**src/rtl/arbitro_rr_2x1.sv**
```systemverilog
`default_nettype none
// ============================================================================
// Module   : arbitro_rr_2x1
// Purpose  : Two-lane round-robin byte arbiter with per-lane input FIFOs,
//            registered output, backpressure stall and overflow reporting.
// Revision : 1.0 - initial release
// ============================================================================
module arbitro_rr_2x1 #(
    parameter int DATA_WIDTH = 8,
    parameter int FIFO_DEPTH = 4,
    parameter int AF_THRESH  = 3
) (
    input  logic                  clk_4f,
    input  logic                  reset,
    input  logic [DATA_WIDTH-1:0] Entrada0,
    input  logic                  validEntrada0,
    input  logic [DATA_WIDTH-1:0] Entrada1,
    input  logic                  validEntrada1,
    input  logic                  listo_sal,
    output logic [DATA_WIDTH-1:0] Salida,
    output logic                  validsalida,
    output logic                  sel,
    output logic                  casi_lleno0,
    output logic                  casi_lleno1,
    output logic [1:0]            desborde
);

    localparam int PW = $clog2(FIFO_DEPTH);
    localparam int CW = PW + 1;

    logic [1:0]                 lane_valid;
    logic [1:0][DATA_WIDTH-1:0] lane_data;
    logic [1:0][DATA_WIDTH-1:0] head;
    logic [1:0][CW-1:0]         count;
    logic [1:0]                 nonempty;
    logic [1:0]                 pop;
    logic [1:0]                 overflow;

    assign lane_valid = {validEntrada1, validEntrada0};
    assign lane_data  = {Entrada1, Entrada0};

    generate
        for (genvar n = 0; n < 2; n++) begin : g_lane
            logic [DATA_WIDTH-1:0] mem_q [FIFO_DEPTH];
            logic [PW-1:0]         rd_ptr_q, rd_ptr_d;
            logic [PW-1:0]         wr_ptr_q, wr_ptr_d;
            logic [CW-1:0]         count_q, count_d;
            logic                  push;

            // A full lane still accepts when its head leaves on the same edge.
            always_comb begin
                push     = lane_valid[n] && ((count_q != CW'(FIFO_DEPTH)) || pop[n]);
                wr_ptr_d = push   ? wr_ptr_q + PW'(1) : wr_ptr_q;
                rd_ptr_d = pop[n] ? rd_ptr_q + PW'(1) : rd_ptr_q;
                count_d  = count_q + CW'(push) - CW'(pop[n]);
            end

            always_ff @(posedge clk_4f or negedge reset) begin
                if (!reset) begin
                    rd_ptr_q <= '0;
                    wr_ptr_q <= '0;
                    count_q  <= '0;
                end else begin
                    rd_ptr_q <= rd_ptr_d;
                    wr_ptr_q <= wr_ptr_d;
                    count_q  <= count_d;
                end
            end

            always_ff @(posedge clk_4f) begin
                if (push) begin
                    mem_q[wr_ptr_q] <= lane_data[n];
                end
            end

            assign head[n]     = mem_q[rd_ptr_q];
            assign count[n]    = count_q;
            assign nonempty[n] = (count_q != '0);
            assign overflow[n] = lane_valid[n] && !push;
        end
    endgenerate

    logic [DATA_WIDTH-1:0] salida_q, salida_d;
    logic                  validsalida_q, validsalida_d;
    logic                  sel_q, sel_d;
    logic                  ultimo_q, ultimo_d;
    logic [1:0]            desborde_q, desborde_d;
    logic                  avanza;
    logic                  grant_v;
    logic                  grant_lane;

    always_comb begin
        avanza     = !validsalida_q || listo_sal;
        grant_v    = 1'b0;
        grant_lane = 1'b0;
        if (avanza) begin
            if (nonempty == 2'b11) begin
                grant_v    = 1'b1;
                grant_lane = ~ultimo_q;
            end else if (nonempty[0]) begin
                grant_v    = 1'b1;
                grant_lane = 1'b0;
            end else if (nonempty[1]) begin
                grant_v    = 1'b1;
                grant_lane = 1'b1;
            end
        end
        pop = grant_v ? (grant_lane ? 2'b10 : 2'b01) : 2'b00;

        salida_d      = salida_q;
        validsalida_d = validsalida_q;
        sel_d         = sel_q;
        ultimo_d      = ultimo_q;
        if (grant_v) begin
            salida_d      = grant_lane ? head[1] : head[0];
            validsalida_d = 1'b1;
            sel_d         = grant_lane;
            ultimo_d      = grant_lane;
        end else if (avanza) begin
            validsalida_d = 1'b0;
        end
        desborde_d = desborde_q | overflow;
    end

    // ultimo resets to lane 1 so that lane 0 wins the first tie.
    always_ff @(posedge clk_4f or negedge reset) begin
        if (!reset) begin
            salida_q      <= '0;
            validsalida_q <= 1'b0;
            sel_q         <= 1'b0;
            ultimo_q      <= 1'b1;
            desborde_q    <= 2'b00;
        end else begin
            salida_q      <= salida_d;
            validsalida_q <= validsalida_d;
            sel_q         <= sel_d;
            ultimo_q      <= ultimo_d;
            desborde_q    <= desborde_d;
        end
    end

    assign Salida      = salida_q;
    assign validsalida = validsalida_q;
    assign sel         = sel_q;
    assign desborde    = desborde_q;
    assign casi_lleno0 = (count[0] >= CW'(AF_THRESH));
    assign casi_lleno1 = (count[1] >= CW'(AF_THRESH));

endmodule
`default_nettype wire

```
**config.mk**
```make
export PLATFORM = sky130hd
export DESIGN_NAME = arbitro_rr_2x1
export DESIGN_NICKNAME = d
export VERILOG_FILES = /design/src/rtl/arbitro_rr_2x1.sv
export SDC_FILE = /design/constraint.sdc
export NUM_CORES = 1
export LEC_CHECK = 0
export ABC_AREA = 1
export BUFFER_PORTS_ARGS = -buffer_cell sky130_fd_sc_hd__buf_2
export CORE_UTILIZATION = 41
export DETAILED_ROUTE_END_ITERATION = 8
export SYNTH_ARGS = -nofsm -noshare
export SYNTH_HDL_FRONTEND = slang
export SYNTH_SLANG_ARGS = --single-unit
```
**constraint.sdc**
```tcl
create_clock -name clk_4f -period 6.1 [get_ports clk_4f]
set_clock_uncertainty 0.05 [all_clocks]
set_input_delay 0.305 -clock clk_4f [delete_from_list [all_inputs] [get_ports clk_4f]]
set_output_delay 0.305 -clock clk_4f [all_outputs]
set_load 0.02 [all_outputs]
```
==> results.md, run 1 <==
* CTS Hold Bufs at 1
* Die span in x at between 90 and 100 µm
* GPL Wtd Cong at about 0.8
* Remaining Overflow, GRT at 0
* Post-synth EDFFs at between 60 and 70
* Worst min-delay path category: input port to flop
* DRT antenna net count at 0
* Diode count at 0
* Final Total Pwr at ~2.2 mW
* Clk sinks at 91
* Synth Cell Area at 3930 µm²
* Nets at roughly 430
* Crit path from: g_lane[1].count_q[1]$_DFF_PN0_
* Multi-input logic area at approximately 1100 µm²
* Critical Path RT at roughly 6300 ps
* CP Capture Type: flop
* Crit path DAT at roughly 2700 ps
* Min Tclk post-route at around 2500 ps
* Die H at around 100 µm
* Final hold vios at 0
* Crit path to: g_lane[1].count_q[2]$_DFF_PN0_
* Vias in the first global route at between 2,000 and 2,500
* Fmax at approximately 400 MHz
* All-layer global routing usage at 15.4%
* RSZ-0062 raised after global routing: no
* Clk slew on worst S/H paths at around 90 ps
* Ys flop type: edfxtp_1
* DRC at 0
* # fillers at 849
* First-pass iteration count of the detailed router at 4
* CTS tree: done
* Sequential element share of the synthesized area at between 60% and 70%
* Post-DP Area at 4180 µm²
* Most common cell after layout, fill and taps aside: nand2_1
* FF-to-FF End: g_lane[1].count_q[2]$_DFF_PN0_
* Row cnt at 35
* Drt initial violations at just over 100
* Global-route wire length before repair at about 11,000 µm
* Cell area power density at about 500 nW/µm²
* Post-route cell area at 4390 µm²
* Post-Syn Nets at ~400
* Synthesis warning total at 0
* I/O pins at 35
* WL/cell at 13.3 µm
* Initial antenna violation count at 0
* Worst-case clock buffer depth at 2
* Pin count of the biggest net entering global routing at 28
* Static leakage at 1.88 nW
* Area grow syn2layout at 12.0%
* HPWL after DPL at about 4700 µm
* Die area at roughly 10000 µm²
* Mean Syn Cell Area at between 10 and 15 µm²
* Vias per cell at between 4 and 5
* Worst-Margin Slew at 788 ps
* Crit share post-route at between 40% and 50%
* Total clock buffers created by CTS at 9
* Root Buffer: clkbuf_8
* Synth Register Bits at 91
* Slew Viols, Final at 0
* Critical path class: flop to flop
* Reg area at ~2600 µm²
* H-tree levels at 3
* Final Setup Violations at 0
* R2R depth at 13
* Routed WL at a little under 7000 µm
* Most frequent cells in the layout: nand2_1, edfxtp_1, nor2_1
* Hold Slack at about 110 ps
* Input/output buffers at 34
* Via Count at between 2,000 and 2,500
* Synth unique cells at 25
* Worst-path maximum fanout at 13
* Flop-to-flop setup slack at approximately 3600 ps
* Ys async rst share at 29.7%
* Worst r2r src: g_lane[1].count_q[1]$_DFF_PN0_
* Mapped Cells at between 300 and 400
* Share of layout cells above drive strength 1 at between 10% and 20%
* Clock Latency Late Sink at between 300 and 400 ps
* Peak supply drop at ~0.24 mV
* Post-CTS setup buffer count at 0
* Rel. slew slack at a little under half
* Outcome: finished, final reports clean
* CP Launch Type: flop
* # Max-Cap Violations at 0
* Initial Util at 42.5%
* Core area at between 9000 and 10,000 µm²
* Setup TNS Final at 0 ps
* # resized after CTS at 0
-- how the worst min path moves through the flow --
stage,start,end,depth (start not counted)
floorplan,reset,Salida[0]$_DFFE_PN0N_,0
CTS,Entrada0[3],g_lane[0].mem_q[2][3]$_DFFE_PP_,1
global route,Entrada0[3],g_lane[0].mem_q[0][3]$_DFFE_PP_,1
detailed placement,reset,g_lane[0].wr_ptr_q[0]$_DFFE_PN0P_,1
global placement,reset,g_lane[0].wr_ptr_q[1]$_DFFE_PN0P_,1
finish,Entrada0[3],g_lane[0].mem_q[2][3]$_DFFE_PP_,1
-- routing by layer --
layer / vias to the layer above / wire length (µm) / track usage [%] / share of wire, %
li1: 1230 / - / - / -
met2: 45 / 3220 / 23.0 / 46
met5: - / 0 / 0 / 0
met1: 1132 / 3480 / 21.6 / 50
met4: 0 / 39 / 5.43 / 0.56
met3: 6 / 212 / 4.53 / 3.0
-- layout make-up --
type / instances / area share (%)
clock buffers: 10 / 3.13
repair buffers: 35 / 4.10
multi-input cells: 218 / 25.5
inverters: 35 / 2.99
flip-flops and latches: 91 / 59.1
well taps: 129 / 3.67
clock inverters: 6 / 1.48
-- synthesized netlist by cell type, drive strengths merged, types with 2 or more instances --
| master | number | area [µm²] |
|---|---|---|
| nand3 | 39 | 210 |
| nand2 | 90 | 360 |
| fa | 2 | 40.0 |
| edfxtp | 64 | 1920 |
| xor2 | 3 | 26.3 |
| buf | 10 | 75.1 |
| dfrtp | 26 | 651 |
| o21ai | 19 | 95.1 |
| nor2 | 46 | 175 |
| o21bai | 2 | 15.0 |
| ha | 14 | 175 |
| inv | 34 | 128 |
-- stage by stage --
stage | setup slack, ps | utilization, % | std cells
after global routing | 3410 | 47.6 | 524
final | 3640 | 47.6 | 524
after floorplan | 3960 | - | 354
after detailed placement | 3640 | 45.3 | 507
after global placement | 3690 | 45.3 | 507
after CTS | 3620 | 47.6 | 524
-- flip-flops by register name (all words and copies together) (netlist names) --
| name | flops |
|---|---|
| ultimo_q | 1 |
| g_lane.mem_q | 64 |
| sel | 1 |
| g_lane.count_q | 6 |
| desborde | 2 |
| validsalida | 1 |
| g_lane.wr_ptr_q | 4 |
| g_lane.rd_ptr_q | 4 |
| Salida | 8 |
-- critical path, cell delays in order, from the launching register on --
cell	delay [ps]
dfrtp_1	440
inv_1	60
nand2_1	90
inv_2	50
nand2_2	60
nand3_2	260
nand3_2	200
nand2_2	110
ha_1	300
inv_1	50
ha_1	130
inv_1	50
fa_1	370
xnor2_1	130
-- power by group --
part / total [mW] / switching [mW] / internal [mW]
clock network: 0.411 / 0.210 / 0.201
registers: 0.984 / 0.131 / 0.853
logic: 0.763 / 0.503 / 0.260
-- logic make-up after synthesis --
kind of cell | count (synthesis) | synth area share, %
AND/OR/NAND/NOR | 176 | 19.1
flip-flops | 91 | 66.2
buffers and inverters | 45 | 5.26
AO/OA/AOI/OAI | 22 | 3.03
adder cells (fa/ha/maj) | 16 | 5.48
XOR/XNOR | 4 | 0.893
(Power assumes the default switching activity.)
==> inputs of run 2 (changes only) <==
Settings changed: ABC_AREA 1 to 0.
Clock period 6.1 ns to 2.5 ns, I/O delays scaled along.
==> run 2 against run 1 <==
Area after synthesis shrank 4.9%. Register-to-register slack worse by 3500 ps. Die area decreased by 4.8%. Sequential share of layout area shrank 0.67 points. Hold slack worse by 38 ps. Via count shrank 17%. Combinational power grew 130%. Critical endpoint unchanged. Highest routed layer unchanged.
==> results.md, run 2 <==
* Hold path endpoint: validsalida$_DFFE_PN0P_
* Ys flop type: edfxtp_1
* I/O pins at 35
* Most frequent cells after synthesis: edfxtp_1, dfrtp_1, nand2_1
* Diode count at 0
* Hold path cells at 3
* Synth Cell Area at between 3000 and 4000 µm²
* Peak supply drop at about 0.34 mV
* WL/cell at approximately 16 µm
* Post-synthesis xor/xnor area fraction at 1.88%
* H-tree levels at 3
* Synthesis warning total at 0
* DRC at 0
* Largest Register: g_lane.mem_q
* Rel. slew slack at approximately 24%
* Setup TNS Final at 0 ps
* Hold path start: listo_sal
* Initial antenna violation count at 0
* DRT antenna net count at 0
* GPL Wtd Cong at 0.740
* Mean Syn Cell Area at ~17 µm²
* Global-route wire length before repair at about 11,000 µm
* Ys async rst share at 29.7%
* Sequential element share of the synthesized area at 69.6%
* Delay-heaviest family, CP: adder cells
* Nets at ~330
* Drt initial violations at around 110
* Die H at between 90 and 100 µm
* Clock Latency Late Sink at about 350 ps
* Vias in the first global route at roughly 2,100
* Synth unique cells at 32
* Min Tclk post-route at 2340 ps
* FF-to-FF End: g_lane[1].count_q[2]$_DFF_PN0_
* Worst-Margin Slew at around 1100 ps
* Static leakage at approximately 1.7 nW
* Routed WL at 6470 µm
* Post-DP Area at about 4000 µm²
* Most frequent cells in the layout: edfxtp_1, buf_2, dfrtp_1
* Remaining Overflow, GRT at 0
* Max reg flops at 64
* Synth area leaders: edfxtp_1, dfrtp_1, mux4_2, ha_1, nand2_1
* Root Buffer: clkbuf_8
* Vias per cell at between 4 and 5
* # Max-Cap Violations at 0
* Area grow syn2layout at 19.0%
* Mux cell area share after synthesis at between 10% and 20%
* CP Launch Type: flop
* Worst-case clock buffer depth at 2
* Slew Viols, Final at 0
* Synth Register Bits at approximately 90
* Yosys top cell area share at 51.5%
* Post-synth EDFFs at 64
* Row cnt at 34
* HPWL after DPL at ~4400 µm
* Critical path class: flop to flop
* Post-route cell area at ~4400 µm²
* Fmax at about 430 MHz
* Cell area power density at about 1100 nW/µm²
* Crit path largest cell delay at ~420 ps
* Post-Synth Simple-Gate Area at 6.23%
* CTS tree: done
* Die span in x at 97.4 µm
* CP Capture Type: flop
* Cell with the most instances after synthesis: edfxtp_1
* Cell Chain, Critical Path: o31ai_2 -> nand2_1 -> a31oi_1 -> inv_1 -> ha_1 -> inv_1 -> ha_1 -> inv_1 -> fa_1 -> xnor2_1
* Critical Path RT at approximately 2700 ps
* Final hold vios at 0
* Clk sinks at 91
* Worst min-delay path category: input port to flop
* Cell taking the most area after synthesis: edfxtp_1
* Final Setup Violations at 0
* First-pass iteration count of the detailed router at 4
* Outcome: finished, final reports clean
* Post-CTS setup buffer count at 0
* Most common cell after layout, fill and taps aside: edfxtp_1
* R2R depth at 10
* Initial Util at around 43%
* CP dominant cell by count: inv_1
* Worst r2r src: g_lane[0].count_q[2]$_DFF_PN0_
* Core area at ~9000 µm²
* Via Count at around 2,000
* Post-synthesis adder-cell area fraction at 5.76%
* Input/output buffers at 34
* Flop-to-flop setup slack at around 160 ps
* RSZ-0062 raised after global routing: no
* Crit share post-route at between 90% and 100%
* Total clock buffers created by CTS at 9
* All-layer global routing usage at 15.3%
* Worst-path maximum fanout at 3
* Die area at approximately 9500 µm²
* Slowest cell on the critical path: dfrtp_1
* Largest family of logic cells by synthesized area: multiplexers
* Crit path DAT at between 2000 and 3000 ps
* Clk slew on worst S/H paths at 90 ps
* Mapped Cells at roughly 220
* Share of layout cells above drive strength 1 at between 20% and 30%
* Complex-gate fraction of the synthesized area at under 10%
* Pin count of the biggest net entering global routing at 28
* Worst Path Buf+Inv at 3
* Post-Syn Nets at between 200 and 300
run 2: cell types whose count changed in the layout (fill, tap and decap cells not counted), moves of 12 or more:
cell           before  now
dlygate4sd3_1       1   19
inv_1              29   17
mux4_2              0   16
nand2_1            85   21
nand3_1            36    2
nor2_1             45   12
o21ai_0            16    2
run 2: stage by stage:
step / total power [mW] / worst slack [ps] / utilization (%) / cells / hold WS [ps]
2_1_floorplan: 3.58 / 10.1 / - / 224 / -221
3_3_place_gp: 4.13 / 182 / 46.6 / 369 / 131
3_5_place_dp: 4.17 / 139 / 46.6 / 369 / 141
4_1_cts: 5.05 / 105 / 50.7 / 404 / 52.0
5_1_grt: 5.33 / 32.3 / 50.7 / 404 / 80.1
6_report: 4.97 / 162 / 50.7 / 404 / 68.9
run 2: worst max-delay path by stage:
stage | from | to | cells past startpoint
after global placement | g_lane[0].count_q[2]$_DFF_PN0_ | g_lane[1].count_q[2]$_DFF_PN0_ | 10
after CTS | g_lane[0].count_q[2]$_DFF_PN0_ | g_lane[1].count_q[1]$_DFF_PN0_ | 10
final | g_lane[0].count_q[2]$_DFF_PN0_ | g_lane[1].count_q[2]$_DFF_PN0_ | 10
after global routing | g_lane[0].count_q[2]$_DFF_PN0_ | g_lane[1].count_q[2]$_DFF_PN0_ | 10
after detailed placement | g_lane[0].count_q[2]$_DFF_PN0_ | g_lane[1].count_q[1]$_DFF_PN0_ | 10
after floorplan | g_lane[1].count_q[2]$_DFF_PN0_ | g_lane[0].count_q[2]$_DFF_PN0_ | 9
run 2: cells by family after synthesis:
logic type / count (synthesis)
DFF: 91
muxes: 18
AOI/OAI and AO/OA: 18
buffers and inverters: 24
adders and majority gates: 16
xor gates and xnor gates: 8
and+or+nand+nor: 49
run 2: worst min-delay path, cell delays in order:
cell and delay, ps:
buf_2 80, nand2b_1 130, nand3_1 90
run 2: repair_timing:
action,CTS,global route
setup endpoints to repair,0,2
endpoints found under the hold margin,92,0
resized for setup,0,1
hold buffers,19,0
run 2: cell type report:
cell class / count / area (µm²)
clock inverters: 5 / 30.0
fillers: 768 / 4320
flip-flops and latches: 91 / 2600
well taps: 108 / 135
repair buffers: 63 / 435
inverters: 17 / 63.8
multi-input cells: 109 / 1050
clock buffers: 11 / 131
run 2: per-layer routing:
metal / up-vias / global-route usage [%] / wire length, µm
met4: 0 / 6.45 / 125
met5: - / 0 / 0
met1: 1009 / 21.2 / 3060
li1: 951 / - / -
met3: 9 / 3.24 / 210
met2: 35 / 23.5 / 3080
run 2: power breakdown:
group / switching, mW / internal [mW] / leakage [nW]
registers: 0.328 / 2.08 / 0.891
clock network: 0.490 / 0.356 / 0.0706
logic: 0.877 / 0.839 / 0.747
==> inputs of run 3 (changes only) <==
Settings changed: PLACE_DENSITY from default to 0.64.
==> run 3 against run 2 <==
Fmax down 1.2%. Count of clock-buffer cells in the layout is the same. Non-clock buffer count decreased by 1. Critical path type unchanged.
==> results.md, run 3 (synthesis gave the netlist of run 2 again) <==
* Diode count at 0
* Die span in x at roughly 100 µm
* CP Launch Type: flop
* CP Capture Type: flop
* H-tree levels at 3
* Final setup margin at between 100 and 150 ps
* CP dominant cell by count: inv_1
* HPWL after DPL at between 4000 and 5000 µm
* Critical path class: flop to flop
* Root Buffer: clkbuf_8
* Area grow syn2layout at 19.4%
* Input/output buffers at 34
* Worst-Margin Slew at about 1200 ps
* GPL Wtd Cong at 0.725
* Final Non-Filler Cells at 403
* # fillers at approximately 750
* Largest Register: g_lane.mem_q
* RSZ-0062 raised after global routing: no
* Via Count at between 1,500 and 2,000
* Post-Place Cells at between 300 and 400
* DRT antenna net count at 0
* Final Setup Violations at 0
* Die area at roughly 9500 µm²
* CTS tree: done
* Peak supply drop at around 0.36 mV
* Global-route wire length before repair at 10,400 µm
* Worst-case clock buffer depth at 2
* Slowest cell on the critical path: dfrtp_1
* Delay-heaviest family, CP: adder cells
* Worst Path Buf+Inv at 3
* Worst min-delay path category: input port to flop
* Clk slew on worst S/H paths at 90 ps
* Reg area at roughly 2600 µm²
* Rel. slew slack at between 20% and 30%
* Cell area power density at approximately 1100 nW/µm²
* Clock Latency Late Sink at roughly 360 ps
* Row cnt at 34
* Setup TNS Final at 0 ps
* All-layer global routing usage at 14.8%
* Remaining Overflow, GRT at 0
* WL/cell at about 16 µm
* Pin count of the biggest net entering global routing at 28
* First-pass iteration count of the detailed router at 4
* Crit path largest cell delay at roughly 440 ps
* Post-DP Area at 4070 µm²
* # Max-Cap Violations at 0
* Core area at 8760 µm²
* Initial Util at approximately 43%
* Multi-input logic area at roughly 1000 µm²
* Most common cell after layout, fill and taps aside: edfxtp_1
* Hold Slack at around 48 ps
* Setup WS pre-CTS at about 97 ps
* Cell Chain, Critical Path: o31ai_1 -> nand2_1 -> a31oi_1 -> inv_1 -> ha_1 -> inv_1 -> ha_1 -> inv_1 -> fa_1 -> xnor2_1
* Final hold vios at 0
* I/O pins at 35
* Vias per cell at between 4 and 5
* Slew Viols, Final at 0
* Fmax at between 400 and 500 MHz
* Share of layout cells above drive strength 1 at between 20 and 30%
* Critical Path RT at about 2700 ps
* DRC at 0
* Outcome: finished, final reports clean
* Vias in the first global route at roughly 2,100
* Total clock buffers created by CTS at 9
* Drt initial violations at 66
* Crit path DAT at ~2600 ps
* Post-route cell area at between 4000 and 5000 µm²
* Routed WL at between 6000 and 7000 µm
* Die H at 97.4 µm
* Initial antenna violation count at 0
* Crit share post-route at between 90% and 100%
* Most frequent cells in the layout: edfxtp_1, buf_2, dfrtp_1
* Worst-path maximum fanout at 6
* Nets at approximately 330
* Clk sinks at 91
* Min Tclk post-route at 2370 ps
* Max reg flops at 64
* Static leakage at 1.72 nW
==> run 3: layer usage <==
layer / part of all wire (%) / track usage [%] / vias to the layer above
met5: 0 / 0 / -
met1: 44 / 18.5 / 970
li1: - / - / 951
met4: 1.3 / 5.43 / 0
met3: 4.2 / 4.75 / 6
met2: 50 / 24.3 / 36
==> run 3: per-stage QoR <==
step | utilization [%] | power, mW
after floorplan | - | 3.58
after global placement | 46.5 | 4.11
after detailed placement | 46.5 | 4.17
after CTS | 50.8 | 5.14
after global routing | 50.9 | 5.41
final | 50.9 | 5.06
==> run 3: what timing repair did <==
item	CTS	global route
endpoints found under the setup margin	0	1
buffers inserted	0	1
hold buffers	19	0
hold endpoints to repair	92	0
gates resized for setup	0	0
==> run 3: tightest hold or removal path: stages <==
cell and delay [ps]:
buf_2 80, nand2b_1 130, nand3_1 80
==> run 3: power by group <==
group          internal, mW  switching, mW
Clock                 0.459          0.492
Sequential             2.08          0.323
Combinational         0.826          0.874
Total                  3.37           1.69
==> run 3: path summary, 6_finish.rpt <==
check,depth (start not counted),endpoint,slack (ps),from
min reg2reg,1,desborde[0]$_DFF_PN0_,410,desborde[0]$_DFF_PN0_
max in group asynchronous,2,Salida[4]$_DFFE_PN0N_,1710,reset
min,3,validsalida$_DFFE_PN0P_,50,listo_sal
max,10,g_lane[1].count_q[2]$_DFF_PN0_,130,g_lane[0].count_q[1]$_DFF_PN0_
max reg2reg,10,g_lane[1].count_q[2]$_DFF_PN0_,130,g_lane[0].count_q[1]$_DFF_PN0_
min in group asynchronous,2,g_lane[0].count_q[2]$_DFF_PN0_,260,reset
==> run 3: final cells by class <==
type | instances | area share, %
clock buffers | 11 | 2.95
clock inverters | 5 | 1.24
inverters | 17 | 1.43
multi-input cells | 109 | 23.4
flip-flops and latches | 91 | 58.3
well taps | 108 | 3.03
repair buffers | 62 | 9.60
